**config.mk**
```make
export PLATFORM = sky130hd
export DESIGN_NAME = calc_out_delay
export DESIGN_NICKNAME = d
export VERILOG_FILES = /design/src/rtl/calc_out_delay.sv
export SDC_FILE = /design/constraint.sdc
export NUM_CORES = 1
export LEC_CHECK = 0
export CAP_MARGIN = 20
export CELL_PAD_IN_SITES_DETAIL_PLACEMENT = 2
export CELL_PAD_IN_SITES_GLOBAL_PLACEMENT = 2
export CORE_AREA = 4 4 199 298
export DETAILED_ROUTE_END_ITERATION = 6
export DIE_AREA = 0 0 203 302
export GPL_ROUTABILITY_DRIVEN = 0
export PLACE_DENSITY_LB_ADDON = 0.25
export SLEW_MARGIN = 20
export SYNTH_ARGS = -nofsm -noshare
export SYNTH_HDL_FRONTEND = slang
export SYNTH_SLANG_ARGS = --single-unit
```
**constraint.sdc**
```tcl
create_clock -name c_clk -period 2.6 [get_ports c_clk]
set_input_delay 0.52 -clock c_clk [delete_from_list [all_inputs] [get_ports c_clk]]
set_output_delay 0.52 -clock c_clk [all_outputs]
set_load 0.05 [all_outputs]
```
**src/rtl/calc_out_delay.sv**
```systemverilog
// calc_out_delay: per-port programmable output retiming for the calc family.
// Each port owns a MAX_DELAY-stage {data, resp} shift line. A tap selects the
// output at 0..MAX_DELAY cycles of delay. Delay 0 is a combinational
// pass-through. In skew mode only the data is delayed, and the response
// passes straight through. New settings are held pending until the port's
// response line is empty, so no in-flight response is lost or duplicated.
// Port numbering: cfg_port index i addresses port i+1. Port 1 is the
// leftmost (most significant) slice, so index i uses slice NUM_PORTS-1-i.
module calc_out_delay #(
   parameter int NUM_PORTS  = 4,
   parameter int DATA_W     = 32,
   parameter int RESP_W     = 2,
   parameter int MAX_DELAY  = 4,
   localparam int PORT_W    = (NUM_PORTS > 1) ? $clog2(NUM_PORTS) : 1,
   localparam int DLY_W     = $clog2(MAX_DELAY + 1)
) (
   input  logic                          c_clk,
   input  logic                          reset,
   input  logic                          cfg_wr,
   input  logic [PORT_W-1:0]             cfg_port,
   input  logic [DLY_W-1:0]              cfg_delay,
   input  logic                          cfg_mode,
   output logic                          cfg_busy,
   input  logic [NUM_PORTS*DATA_W-1:0]   in_data,
   input  logic [NUM_PORTS*RESP_W-1:0]   in_resp,
   output logic [NUM_PORTS*DATA_W-1:0]   out_data,
   output logic [NUM_PORTS*RESP_W-1:0]   out_resp
);

   localparam logic [DLY_W-1:0] MAX_D = DLY_W'(MAX_DELAY);

   // Requested delay clamped to the longest line available.
   logic [DLY_W-1:0] wr_delay;
   assign wr_delay = (cfg_delay > MAX_D) ? MAX_D : cfg_delay;

   logic [NUM_PORTS-1:0] pend_vec;

   // Busy while any port still waits to take its new setting.
   assign cfg_busy = reset ? 1'b0 : (|pend_vec);

   genvar gi;
   generate
      for (gi = 0; gi < NUM_PORTS; gi++) begin : g_port
         localparam int SL = NUM_PORTS - 1 - gi;

         logic [DATA_W-1:0] data_line_reg [MAX_DELAY];
         logic [RESP_W-1:0] resp_line_reg [MAX_DELAY];
         logic [DATA_W-1:0] tap_data      [MAX_DELAY+1];
         logic [RESP_W-1:0] tap_resp      [MAX_DELAY+1];

         logic [DLY_W-1:0]  act_d_reg;
         logic              act_m_reg;
         logic [DLY_W-1:0]  pend_d_reg;
         logic              pend_m_reg;
         logic              pend_reg;

         logic [DATA_W-1:0] port_data;
         logic [RESP_W-1:0] port_resp;
         logic              wr_hit;
         logic              line_idle;
         logic              apply_now;

         assign port_data = in_data[SL*DATA_W +: DATA_W];
         assign port_resp = in_resp[SL*RESP_W +: RESP_W];

         // Out-of-range port indices never match any port, so they are dropped.
         assign wr_hit    = cfg_wr && !reset && (cfg_port == PORT_W'(gi));
         // A write on the same edge replaces the old pending value instead of applying it.
         assign apply_now = pend_reg && line_idle && !wr_hit;
         assign pend_vec[gi] = pend_reg;

         // The line counts as drained when no response is held in any stage.
         always_comb begin
            line_idle = 1'b1;
            for (int k = 0; k < MAX_DELAY; k++) begin
               if (resp_line_reg[k] != '0) line_idle = 1'b0;
            end
         end

         // Tap 0 is the live input; tap k is the output of stage k-1.
         always_comb begin
            tap_data[0] = port_data;
            tap_resp[0] = port_resp;
            for (int k = 0; k < MAX_DELAY; k++) begin
               tap_data[k+1] = data_line_reg[k];
               tap_resp[k+1] = resp_line_reg[k];
            end
         end

         // Free-running shift line; reset throws away everything in flight.
         always_ff @(posedge c_clk) begin
            if (reset) begin
               for (int k = 0; k < MAX_DELAY; k++) begin
                  data_line_reg[k] <= '0;
                  resp_line_reg[k] <= '0;
               end
            end else begin
               data_line_reg[0] <= port_data;
               resp_line_reg[0] <= port_resp;
               for (int k = 1; k < MAX_DELAY; k++) begin
                  data_line_reg[k] <= data_line_reg[k-1];
                  resp_line_reg[k] <= resp_line_reg[k-1];
               end
            end
         end

         // Pending/active settings: capture writes, promote once drained.
         always_ff @(posedge c_clk) begin
            if (reset) begin
               act_d_reg  <= '0;
               act_m_reg  <= 1'b0;
               pend_d_reg <= '0;
               pend_m_reg <= 1'b0;
               pend_reg   <= 1'b0;
            end else begin
               if (apply_now) begin
                  act_d_reg <= pend_d_reg;
                  act_m_reg <= pend_m_reg;
               end
               if (wr_hit) begin
                  pend_d_reg <= wr_delay;
                  pend_m_reg <= cfg_mode;
                  pend_reg   <= 1'b1;
               end else if (apply_now) begin
                  pend_reg   <= 1'b0;
               end
            end
         end

         // Outputs are held at zero while reset is asserted.
         assign out_data[SL*DATA_W +: DATA_W] = reset ? '0 : tap_data[act_d_reg];
         assign out_resp[SL*RESP_W +: RESP_W] = reset ? '0 :
                                                (act_m_reg ? port_resp : tap_resp[act_d_reg]);
      end
   endgenerate

endmodule

```
==> metrics.cfg <==
[run_status]
outcome = complete, but fails checks
violations = setup timing

[timing]
slew_violations = 0
fmaxAchievable_mhz = 363
slew_headroom_pct = 32.2
skew_ps = 16.4
hold_violations = 0
fin_ws_ps = -152
tightest_slew_ps = 1020
min_period_over_period_pct = 106
period_needed_ps = 2750
rsz0062_at_grt = true
setup_violations = 126

[routing]
dr.pass1.iters = 4
ant_nets = 0
drc_errors = 0
vias = 14300
wl_per_cell_um = 25.2
drt_iter0_drc = 547
viasPerCell = 5.06
routed_wl_mm = 71.2

[global_route]
grt_max_degree = 224
grt_overflow = 0
grt_pass1_wl_mm = 104
track_usage_pct = 21.7
antenna_found_initial = 4
grt_pass1_vias = 16500

[synthesis]
yosysTopAreaCell = dfxtp_1
ys_types = 25
yosys_warnings = 0
synth_cells = 1701
avgSynthCellArea_sq_um = 12.2
syn-num-nets = 1846
yosysSeqAreaShare_pct = 55.9
synth_area_sq_um = 20800
synth_seq_cells = 580
ys_top_cells_by_area = dfxtp_1 (56%), nor2b_1 (16%), mux4_2 (14%)
synth_top_area_share_pct = 55.9

[critical_path]
r2r_slack_ps = 870
critPathMaxFanout = 6
critPathLaunchType = flop
critical_path_arrival_ps = 2230
end_kind = output port
setup.worst_path.class = flop to output port
required_ps = 2080

[placement]
place_area_sq_um = 26000
port_buffers = 281
pre_cts_ws_ps = 26.8
hpwl_mm = 38.1

[layout]
fin_area_sq_um = 30200
final_util_pct = 53.3
layout-drive-gt1-share_pct = 30.0
fillers = 5128
largest_reg_flops = 512
final_cell_mix = dfxtp_1 (568), nor2b_1 (538), buf_12 (164)
nets = 2172
final_common_cell = dfxtp_1
syn_to_final_growth_pct = 45.5

[worst_hold_path]
hold_path_class = input pin to flop

[pwr]
p_leak_nw = 11.7
switchingPower_mw = 4.80
powerDensity_nw_per_um2 = 664
ir_drop_v = 0.000601
p_seq_share_pct = 46.6
internal_power_mw = 15.3
swShare_pct = 23.9
combPwrFrac_pct = 10.7
clkPwrFrac_pct = 42.7

[floorplan]
dieArea_sq_um = 61300
die_h_um = 302
rows = 107
io-pin-count = 282
start_util_pct = 36.7
die_w_um = 203
coreArea_sq_um = 56600

[run]
drv_cap = 0

[clock_tree]
cts_tree = done
cts-buffers-inserted = 56
cts_hold_buf = 0
htree_levels = 2
cts_buffer_depth = 3
clk_latency_ps = 610
path_clk_slew_ps = 60
ctsRootBufferMaster = clkbuf_16
cts.sinks = 580

[Yosys cell counts, drive strengths merged]
cell type,n
nand4,1
nand2b,16
and4bb,1
mux4,128
a21oi,12
nor4,9
nand3b,4
a221oi,8
dfxtp,580
nor4bb,1
nand2,13
nor2,60
inv,8
mux2i,36
o21ai,20
buf,32
nor4b,5
clkbuf,97
nand4b,4
nor2b,538
a22o,128
[cell families after synthesis]
kind of cell           count (synthesis)  share of synthesized area (%)
DFF                                  580                           55.9
muxes                                164                           15.6
buffers and inverters                137                           2.75
AOI/OAI and AO/OA                    168                           6.51
and+or+nand+nor                      652                           19.2
[power by group through the flow]
stage          sequential [mW]  clock (mW)  combinational, mW
2_1_floorplan             9.46           0               1.04
3_3_place_gp              9.49           0               1.96
3_5_place_dp              9.52           0               2.00
4_1_cts                   9.33        8.71               2.08
5_1_grt                   9.37        9.19               2.26
6_report                  9.35        8.56               2.15
[critical path, cell delays in order (launching register included)]
cell and delay (ps):
dfxtp_4 390, buf_12 150, buf_16 130, mux4_2 560, a22o_4 250, buf_12 150
[per-stage QoR]
stage	setup TNS, ps	cells	hold WS (ps)	total power, mW
after global placement	-15.8	2658	437	11.5
after global routing	-19380	2830	241	20.8
after detailed placement	0	2658	450	11.5
after floorplan	-946	1701	432	10.5
after CTS	-13420	2811	231	20.1
final	-8840	2832	264	20.1
[final timing paths]
kind,startpoint,end,cells after the start
worst max-delay path,g_port[0].act_d_reg[0]$_SDFFE_PP0P_,out_data[114],5
worst min-delay path,reset,g_port[3].resp_line_reg[0][1]$_SDFF_PP0_,2
worst max register to register,g_port[3].resp_line_reg[0][0]$_SDFF_PP0_,g_port[3].act_m_reg$_SDFFE_PP0P_,4
worst min register to register,g_port[2].pend_d_reg[1]$_SDFFE_PP0P_,g_port[2].act_d_reg[1]$_SDFFE_PP0P_,2
[layout make-up]
| type | count | area (sq um) | share of cell area (%) |
|---|---|---|---|
| diodes | 3 | 7.51 | 0.0249 |
| clock buffers | 83 | 1620 | 5.38 |
| clock inverters | 14 | 256 | 0.849 |
| inverters | 8 | 30.0 | 0.0994 |
| multi-input cells | 984 | 9700 | 32.1 |
| flip-flops and latches | 580 | 11600 | 38.6 |
| well taps | 763 | 955 | 3.16 |
| repair buffers | 397 | 5980 | 19.8 |
[routing by layer]
metal	wire length, um	part of all wire, %	GRT usage [%]	vias up
li1	-	-	-	6537
met1	27200	38	24.4	7367
met2	39100	55	41.9	310
met3	3250	4.6	4.53	104
met4	1710	2.4	5.01	2
met5	13	0.018	0	-
[timing repair]
item | 4_1_cts | 5_1_grt
pin swaps | 32 | 38
setup endpoints to repair | 136 | 136
gates cloned | 17 | 5
resized for setup | 110 | 140
setup buffers | 39 | 17
(Power assumes the default switching activity.)
